===== config.mk =====
export PLATFORM = sky130hd
export DESIGN_NAME = alu_wb_buffer_flat
export DESIGN_NICKNAME = d
export VERILOG_FILES = /design/src/rtl/alu_wb_buffer_if.sv /design/src/rtl/alu_wb_buffer.sv /design/src/flat_wrapper.sv
export SDC_FILE = /design/constraint.sdc
export NUM_CORES = 1
export LEC_CHECK = 0
export BUFFER_PORTS_ARGS = -buffer_cell sky130_fd_sc_hd__buf_2
export CORE_ASPECT_RATIO = 0.7
export CORE_UTILIZATION = 50
export DETAILED_ROUTE_END_ITERATION = 8
export PLACE_DENSITY = 0.75
export SLEW_MARGIN = 20
export SYNTH_ARGS = -nofsm -noshare
export SYNTH_HDL_FRONTEND = slang
export SYNTH_SLANG_ARGS = --single-unit

===== constraint.sdc =====
create_clock -name clk_i -period 1.7 [get_ports clk_i]
set_input_delay 0.085 -clock clk_i [delete_from_list [all_inputs] [get_ports clk_i]]
set_output_delay 0.085 -clock clk_i [all_outputs]
set_load 0.05 [all_outputs]

===== src/rtl/alu_wb_buffer_if.sv =====
// Handshake bundle between the ALU result side, the buffer and the scoreboard
// write-back port; flush and status outputs travel with it.
interface alu_wb_buffer_if #(
    parameter int unsigned XLEN          = 64,
    parameter int unsigned TRANS_ID_BITS = 3,
    parameter int unsigned DEPTH         = 2
);
    logic                       flush_i;
    logic                       alu_valid_i;
    logic                       alu_ready_o;
    logic [TRANS_ID_BITS-1:0]   alu_trans_id_i;
    logic [XLEN-1:0]            alu_result_i;
    logic                       alu_branch_res_i;
    logic                       wb_valid_o;
    logic                       wb_ready_i;
    logic [TRANS_ID_BITS-1:0]   wb_trans_id_o;
    logic [XLEN-1:0]            wb_result_o;
    logic                       wb_branch_res_o;
    logic [$clog2(DEPTH):0]     count_o;
    logic                       overflow_o;

    // The buffer itself
    modport slave (
        input  flush_i, alu_valid_i, alu_trans_id_i, alu_result_i, alu_branch_res_i,
               wb_ready_i,
        output alu_ready_o, wb_valid_o, wb_trans_id_o, wb_result_o, wb_branch_res_o,
               count_o, overflow_o
    );

    // The surrounding pipeline driving and consuming the buffer
    modport master (
        output flush_i, alu_valid_i, alu_trans_id_i, alu_result_i, alu_branch_res_i,
               wb_ready_i,
        input  alu_ready_o, wb_valid_o, wb_trans_id_o, wb_result_o, wb_branch_res_o,
               count_o, overflow_o
    );
endinterface


===== src/rtl/alu_wb_buffer.sv =====
// In-order result FIFO between the ALU and the scoreboard write-back port.
// All outputs derive from registers only; no input-to-output combinational path.
module alu_wb_buffer #(
    parameter int unsigned XLEN          = 64,
    parameter int unsigned TRANS_ID_BITS = 3,
    parameter int unsigned DEPTH         = 2
) (
    input  logic            clk_i,
    input  logic            rst_ni,
    alu_wb_buffer_if.slave  bus
);
    localparam int unsigned PW = $clog2(DEPTH);
    localparam int unsigned CW = PW + 1;
    localparam logic [CW-1:0] FULL_COUNT = CW'(DEPTH);

    typedef struct packed {
        logic [TRANS_ID_BITS-1:0] trans_id;
        logic [XLEN-1:0]          result;
        logic                     branch_res;
    } entry_t;

    entry_t          mem [DEPTH];
    logic [PW-1:0]   rptr;
    logic [PW-1:0]   wptr;
    logic [CW-1:0]   count;
    logic            overflow;
    logic            full;
    logic            empty;
    logic            push;
    logic            pop;

    assign full  = (count == FULL_COUNT);
    assign empty = (count == '0);
    // Ready comes from the registered count, so a same-cycle pop never frees a full slot
    assign push  = bus.alu_valid_i & ~full;
    assign pop   = ~empty & bus.wb_ready_i;

    always_ff @(posedge clk_i or negedge rst_ni) begin
        if (!rst_ni) begin
            rptr  <= '0;
            wptr  <= '0;
            count <= '0;
        end else if (bus.flush_i) begin
            rptr  <= '0;
            wptr  <= '0;
            count <= '0;
        end else begin
            if (push) wptr <= wptr + PW'(1);
            if (pop)  rptr <= rptr + PW'(1);
            if (push && !pop)
                count <= count + CW'(1);
            else if (pop && !push)
                count <= count - CW'(1);
        end
    end

    always_ff @(posedge clk_i or negedge rst_ni) begin
        if (!rst_ni) begin
            for (int unsigned i = 0; i < DEPTH; i++) begin
                mem[i] <= '0;
            end
        end else if (push && !bus.flush_i) begin
            mem[wptr] <= '{trans_id:   bus.alu_trans_id_i,
                           result:     bus.alu_result_i,
                           branch_res: bus.alu_branch_res_i};
        end
    end

    // Sticky until reset; a flush does not clear it
    always_ff @(posedge clk_i or negedge rst_ni) begin
        if (!rst_ni)
            overflow <= 1'b0;
        else if (bus.alu_valid_i && full)
            overflow <= 1'b1;
    end

    assign bus.alu_ready_o     = ~full;
    assign bus.wb_valid_o      = ~empty;
    assign bus.wb_trans_id_o   = mem[rptr].trans_id;
    assign bus.wb_result_o     = mem[rptr].result;
    assign bus.wb_branch_res_o = mem[rptr].branch_res;
    assign bus.count_o         = count;
    assign bus.overflow_o      = overflow;
endmodule

===== src/flat_wrapper.sv =====
// flat-port wrapper written by rule: the top's interface ports become plain ports
module alu_wb_buffer_flat 
#(
    parameter int unsigned XLEN          = 64,
    parameter int unsigned TRANS_ID_BITS = 3,
    parameter int unsigned DEPTH         = 2
)
  (clk_i, rst_ni, bus_flush_i, bus_alu_valid_i, bus_alu_trans_id_i, bus_alu_result_i, bus_alu_branch_res_i, bus_wb_ready_i, bus_alu_ready_o, bus_wb_valid_o, bus_wb_trans_id_o, bus_wb_result_o, bus_wb_branch_res_o, bus_count_o, bus_overflow_o);
  alu_wb_buffer_if #(.XLEN(XLEN), .TRANS_ID_BITS(TRANS_ID_BITS), .DEPTH(DEPTH)) bus_i ();
  input  logic clk_i;
  input  logic rst_ni;
  input wire logic [$bits(bus_i.flush_i)-1:0] bus_flush_i;
  input wire logic [$bits(bus_i.alu_valid_i)-1:0] bus_alu_valid_i;
  input wire logic [$bits(bus_i.alu_trans_id_i)-1:0] bus_alu_trans_id_i;
  input wire logic [$bits(bus_i.alu_result_i)-1:0] bus_alu_result_i;
  input wire logic [$bits(bus_i.alu_branch_res_i)-1:0] bus_alu_branch_res_i;
  input wire logic [$bits(bus_i.wb_ready_i)-1:0] bus_wb_ready_i;
  output wire logic [$bits(bus_i.alu_ready_o)-1:0] bus_alu_ready_o;
  output wire logic [$bits(bus_i.wb_valid_o)-1:0] bus_wb_valid_o;
  output wire logic [$bits(bus_i.wb_trans_id_o)-1:0] bus_wb_trans_id_o;
  output wire logic [$bits(bus_i.wb_result_o)-1:0] bus_wb_result_o;
  output wire logic [$bits(bus_i.wb_branch_res_o)-1:0] bus_wb_branch_res_o;
  output wire logic [$bits(bus_i.count_o)-1:0] bus_count_o;
  output wire logic [$bits(bus_i.overflow_o)-1:0] bus_overflow_o;
  assign bus_i.flush_i = bus_flush_i;
  assign bus_i.alu_valid_i = bus_alu_valid_i;
  assign bus_i.alu_trans_id_i = bus_alu_trans_id_i;
  assign bus_i.alu_result_i = bus_alu_result_i;
  assign bus_i.alu_branch_res_i = bus_alu_branch_res_i;
  assign bus_i.wb_ready_i = bus_wb_ready_i;
  assign bus_alu_ready_o = bus_i.alu_ready_o;
  assign bus_wb_valid_o = bus_i.wb_valid_o;
  assign bus_wb_trans_id_o = bus_i.wb_trans_id_o;
  assign bus_wb_result_o = bus_i.wb_result_o;
  assign bus_wb_branch_res_o = bus_i.wb_branch_res_o;
  assign bus_count_o = bus_i.count_o;
  assign bus_overflow_o = bus_i.overflow_o;
  alu_wb_buffer #(.XLEN(XLEN), .TRANS_ID_BITS(TRANS_ID_BITS), .DEPTH(DEPTH)) u_core (.clk_i(clk_i), .rst_ni(rst_ni), .bus(bus_i));
endmodule

# --- After elaboration in Yosys (flattened, before gate mapping) ---
# Cells that the tools add are included.
word_totals:
  ff_bits: 141
  latch_bits: 0
  ram_bits: 0
  mem_bits_ro: 0
  input_bits: 73
  output_inout_bits: 73
  word_cells: 49
  mem_count: 0
op_classes:
  addsub: 4
  multipliers: 0
  n_div: 0
  n_lt_le_gt_ge: 3
  n_eq_ne: 1
  shifts: 0
  n_mux: 13
  bitwise: 6
  reduce_logical: 12
op_table:
  columns: ["op", "n"]
  rows:
  - ["2-to-1 mux 68 bit", 4]
  - ["bitwise mux 136 bit", 1]
  - ["demux 68 bit (select 1 bit)", 1]
  - ["2-to-1 mux 2 bit", 3]
  - ["logical AND 1 bit", 5]
  - [">= comparator 2 bit (second input constant)", 2]
  - ["2-to-1 mux 1 bit", 4]
  - ["inverter 1 -> 2 bit", 2]
  - ["nonzero test 2 bit", 2]
  - ["logical NOT 1 bit", 3]
  - ["nonzero test 3 bit", 1]
  - ["adder 1 bit (second input constant)", 2]
  - ["adder 2 x 1 -> 2 bit (second input constant)", 1]
  - ["bitwise AND 1 bit", 2]
  - ["equality test 2 bit (second input constant)", 1]
  - ["logical NOT 2 bit", 1]
  - ["less-than comparator 2 x 1 -> 1 bit (second input constant)", 1]
  - ["inverter 1 bit", 2]
  - ["subtractor 2 x 1 -> 2 bit (second input constant)", 1]

# --- Logic depth before layout (Yosys ltp) ---
depth:
  ltp_word: 8
  mapped_depth: 6
  mapped_depth_nobuf: 4

# --- Worst setup path after synthesis ---
# No wires, ideal clock.
synth_timing:
  kind: "register -> register"
  from: "reg u_core.count[1] (netlist: u_core.bus.count_o[1])"
  to: "reg u_core.mem[10] (netlist name)"
  setup_ps: 125
  arrival_ps: 1944
  required_time_ps: 1575
  slack_ps: -369
  path_stages_with_launch: 7
  synth_period_minus_slack_ps: 2069
  cell_sequence: "dfrtp_1 -> nor2b_4 -> inv_2 -> nand4b_2 -> buf_4 -> buf_6 -> mux2_2"
synth_between:
  elab_chain_len: 4
synth_lines:
  columns: ["element", "line_no", "text"]
  rows:
  - ["from (decl)", "alu_wb_buffer.sv:25", "logic [CW-1:0] count;"]
  - ["from (signal assigned)", "alu_wb_buffer.sv:51", "count <= count + CW'(1);"]
  - ["from (signal assigned)", "alu_wb_buffer.sv:53", "count <= count - CW'(1);"]
  - ["equality test 2 bit", "alu_wb_buffer.sv:32", "assign full = (count == FULL_COUNT);"]
  - ["inverter 1 bit", null, null]
  - ["via bus_alu_ready_o", "flat_wrapper.sv:18", "output wire logic [$bits(bus_i.alu_ready_o)-1:0] bus_alu_ready_o;"]
  - ["bitwise AND 1 bit", "alu_wb_buffer.sv:35", "assign push = bus.alu_valid_i & ~full;"]
  - ["logical AND 1 bit", "alu_wb_buffer.sv:62", "end else if (push && !bus.flush_i) begin"]
  - ["to (signal, indexed assignment)", "alu_wb_buffer.sv:63", "mem[wptr] <= '{trans_id: bus.alu_trans_id_i,"]
  - ["to (decl)", "alu_wb_buffer.sv:22", "entry_t mem [DEPTH];"]
# The timed path passes the listed nets, and every way through them passes these cells.
# A chain may end at the register's enable or synchronous reset.

# --- Worst setup path after layout ---
layout_timing:
  from: "reg u_core.rptr"
  to: "out bus_wb_result_o[23]"
layout_between:
  elab_chain_len: 4
layout_lines:
  columns: ["element", "line_no", "text"]
  rows:
  - ["from (decl)", "alu_wb_buffer.sv:23", "logic [PW-1:0] rptr;"]
  - ["from (signal assigned)", "alu_wb_buffer.sv:49", "if (pop) rptr <= rptr + PW'(1);"]
  - ["inverter 1 -> 2 bit (not written as such)", "alu_wb_buffer.sv:80", "assign bus.wb_result_o = mem[rptr].result;"]
  - ["2-to-1 mux 68 bit (3 in a row)", null, null]
  - ["to (decl)", "flat_wrapper.sv:21", "output wire logic [$bits(bus_i.wb_result_o)-1:0] bus_wb_result_o;"]
# Every way passes these cells. The select of a mux whose other input is x is not followed.

==> out/qor.yml <==
min_cycle_time_layout_ps: 1738
drt-vias-per-instance: 5.199
crit_fanout: 7
via_total_after_detailed_routing: 4149
syn-num-nets: 463
io-pin-count: 146
worstHoldStart: "bus_alu_valid_i"
cts-buffers-inserted: 17
buffers_added_on_ports: 145
worstHoldPathType: "in -> reg"
placementRows: 33
outcome: "finished with violations"
post-synth-top-area-fraction: 0.5756
area.growth.synth_to_final_pct: 50.40
setup.worst_path.class: "reg -> out"
cts_max_level: 4
gp_routability_congestion: 0.7485
final_antenna_net_count: 0
yosys_register_bits: 141
ctsRootBufferMaster: "sky130_fd_sc_hd__clkbuf_16"
syn_avg_cell_area_um2: 15.72
synth_area_leader_cell: "sky130_fd_sc_hd__dfrtp_1"
cts_num_sinks: 141
pwr_density_cell_nw_per_um2: 1432
global_route.overflow_total: 0
failed_checks: "setup timing"
grt_antenna_before_repair: 0
fp.coreArea_um2: 11810
remaining_drc_errors: 0
cts_max_path_bufs: 2
seq_area_frac_synth: 0.5756
cp.required_ps: 1620
n_antenna_cell: 0
max_freq_mhz: 575.2
clock_latency_ps: 410
drive_above_1_share: 0.6193
critical_path_arrival_ps: 1650
nets: 701
regToRegSetupSlack_ps: 100
worstMarginPinSlew_ps: 373.4
hold_viol: 0
grt_pass1_wl_um: 24000
endpoint_kind: "output port"
yosysUniqueCellTypes: 23
synth-warning-count: 0
num-fill-cells: 711
synthesis.instances: 390
count_of_final_setup_violators: 40
die_width_um: 134.3
worst_r2r_path_depth: 5
floorplan.initialDensity: 0.5191
number_of_max_slew_violations_in_the_final_report: 0
number_of_global_route_vias_before_repair: 4630
grt_start_max_net_pins: 42
clock-skew-final_ps: 9.813
hold-path-cell-count: 3
synth.cell_area_um2: 6130
die_area_um2: 12710
holdPathEnd: "u_core.bus.overflow_o"
regArea_um2: 3532
hold_ws_ps: 70.71
slew-limit-headroom: 0.7511
detail_route.wl_per_cell_um: 19.13
dp_hpwl_um: 8560
maxCapViolCount: 0
critical_path.startpoint_type: "flip-flop"
area_taken_by_multi_input_logic_gates_um2: 2577
reg2reg_to: "u_core.mem[53]"
unrepaired_setup_endpoints_after_global_routing: "true"
drt_iter0_markers: 127
routed_wl_um: 15260
worst_slack_ps: -38.41
fin_setup_tns_ps: -549.3
post-route-period-util: 1.023
die_height_um: 94.64
peakVddDrop_mv: 0.8970
post_synth_main_area_contributors: "sky130_fd_sc_hd__dfrtp_1 58%, sky130_fd_sc_hd__mux2_2 34%, sky130_fd_sc_hd__mux2_1 3.7%"
p_leak_nw: 4.211
grtUsageTotal: 0.2495
r2r-start: "u_core.bus.count_o[0]"
cts_tree: "yes"
cts.clk_slew.worst_paths_ps: 60
drt_first_pass_iters: 6
flip-flops by register name (all words and copies together), names as in the netlist:
register	cells
u_core.mem	136
u_core.bus.count_o	2
u_core.bus.overflow_o	1
u_core.rptr	1
u_core.wptr	1
power breakdown:
group,total (mW),internal [mW],switching (mW)
registers,4.64,4.18,0.453
logic,4.68,2.17,2.51
clock network,3.88,2.44,1.44
total,13.2,8.80,4.40
area by class of cell:
type                            count  area share
Clock buffer                       20     0.05062
Clock inverter                     12     0.01724
Timing Repair Buffer              242      0.2467
Inverter                            2    0.001357
Sequential cell                   141      0.3831
Tap cell                          157     0.02131
Multi-Input combinational cell    224      0.2796
worst max-delay path, cell delays in order (launching register included):
cell and delay [ps]:
sky130_fd_sc_hd__dfrtp_2 430, sky130_fd_sc_hd__buf_4 160, sky130_fd_sc_hd__clkbuf_16 160, sky130_fd_sc_hd__mux2_2 350, sky130_fd_sc_hd__buf_6 160
placed cells by master (no fill, tap or decap), types with 2 or more instances in the layout:
master                          synthesis  layout
sky130_fd_sc_hd__a21o_1                 2       2
sky130_fd_sc_hd__a21oi_1                4       4
sky130_fd_sc_hd__buf_12                 0      12
sky130_fd_sc_hd__buf_16                 0       2
sky130_fd_sc_hd__buf_2                 11      76
sky130_fd_sc_hd__buf_4                  2      10
sky130_fd_sc_hd__buf_6                  4      70
sky130_fd_sc_hd__bufinv_16              0       3
sky130_fd_sc_hd__clkbuf_16              0      18
sky130_fd_sc_hd__clkbuf_8               0       3
sky130_fd_sc_hd__clkinv_2               0       2
sky130_fd_sc_hd__clkinv_4               0       2
sky130_fd_sc_hd__clkinvlp_4             0       2
sky130_fd_sc_hd__dfrtp_1              141     138
sky130_fd_sc_hd__dfrtp_2                0       3
sky130_fd_sc_hd__dlygate4sd3_1          0      71
sky130_fd_sc_hd__inv_6                  0       4
sky130_fd_sc_hd__mux2_1                20      20
sky130_fd_sc_hd__mux2_2               184     154
sky130_fd_sc_hd__mux2_4                 0      30
sky130_fd_sc_hd__o21ai_0                2       2
sky130_fd_sc_hd__or2_2                  2       2
kinds of logic after synthesis:
| family | after synthesis | synth area share |
|---|---|---|
| buf+inv | 25 | 0.02368 |
| compound gates | 9 | 0.008573 |
| simple gates | 9 | 0.01429 |
| flops | 141 | 0.5756 |
| mux | 205 | 0.3764 |
| xor+xnor | 1 | 0.001429 |
Yosys cell counts (all sizes together):
| library cell | instances |
|---|---|
| mux2 | 204 |
| dfrtp | 141 |
| buf | 18 |
| clkbuf | 5 |
| a21oi | 4 |
| a21o | 2 |
| inv | 2 |
| o21ai | 2 |
| or2 | 2 |
| mux2i | 1 |
| nand3b | 1 |
| nand4b | 1 |
| nor2 | 1 |
| nor2b | 1 |
| nor3b | 1 |
| nor4 | 1 |
| o211ai | 1 |
| or3 | 1 |
| xor2 | 1 |
repair_timing:
action	in CTS	in global routing
hold endpoints to repair	253	0
resized for setup	134	14
hold buffers	71	0
pin swaps	0	0
cloned	2	2
endpoints found under the setup margin	44	68
setup buffers	1	2
stage by stage:
stage                     power (mW)  setup WS, ps  std cells  utilization  cell area [µm²]
after floorplan                7.567        -88.15        390            -             6236
after global placement         8.266         145.5        688       0.6176             7293
after detailed placement       8.431         102.7        688       0.6176             7293
after CTS                      13.13        -34.38        794       0.7719             9115
after global routing           13.69        -75.35        798       0.7807             9219
final                          13.20        -38.41        798       0.7807             9219
worst max-delay path by stage:
stage                          startpoint                  end  slack, ps
CTS                           u_core.rptr   bus_wb_result_o[8]        -30
detailed placement  u_core.bus.count_o[0]       u_core.mem[51]        100
floorplan           u_core.bus.count_o[1]       u_core.mem[10]        -90
finish                        u_core.rptr  bus_wb_result_o[23]        -40
global route                  u_core.rptr  bus_wb_result_o[23]        -80
global placement    u_core.bus.count_o[0]       u_core.mem[58]        150
metal layers:
layer / routed length, µm / share of wire / track usage / vias to the layer above
met5: 0 / 0 / 0 / -
met4: 152 / 0.010 / 0.08521 / 0
met3: 756 / 0.050 / 0.06280 / 12
met2: 7944 / 0.52 / 0.4516 / 107
met1: 6409 / 0.42 / 0.2910 / 2148
li1: - / - / - / 1882
(Power assumes the default switching activity.)
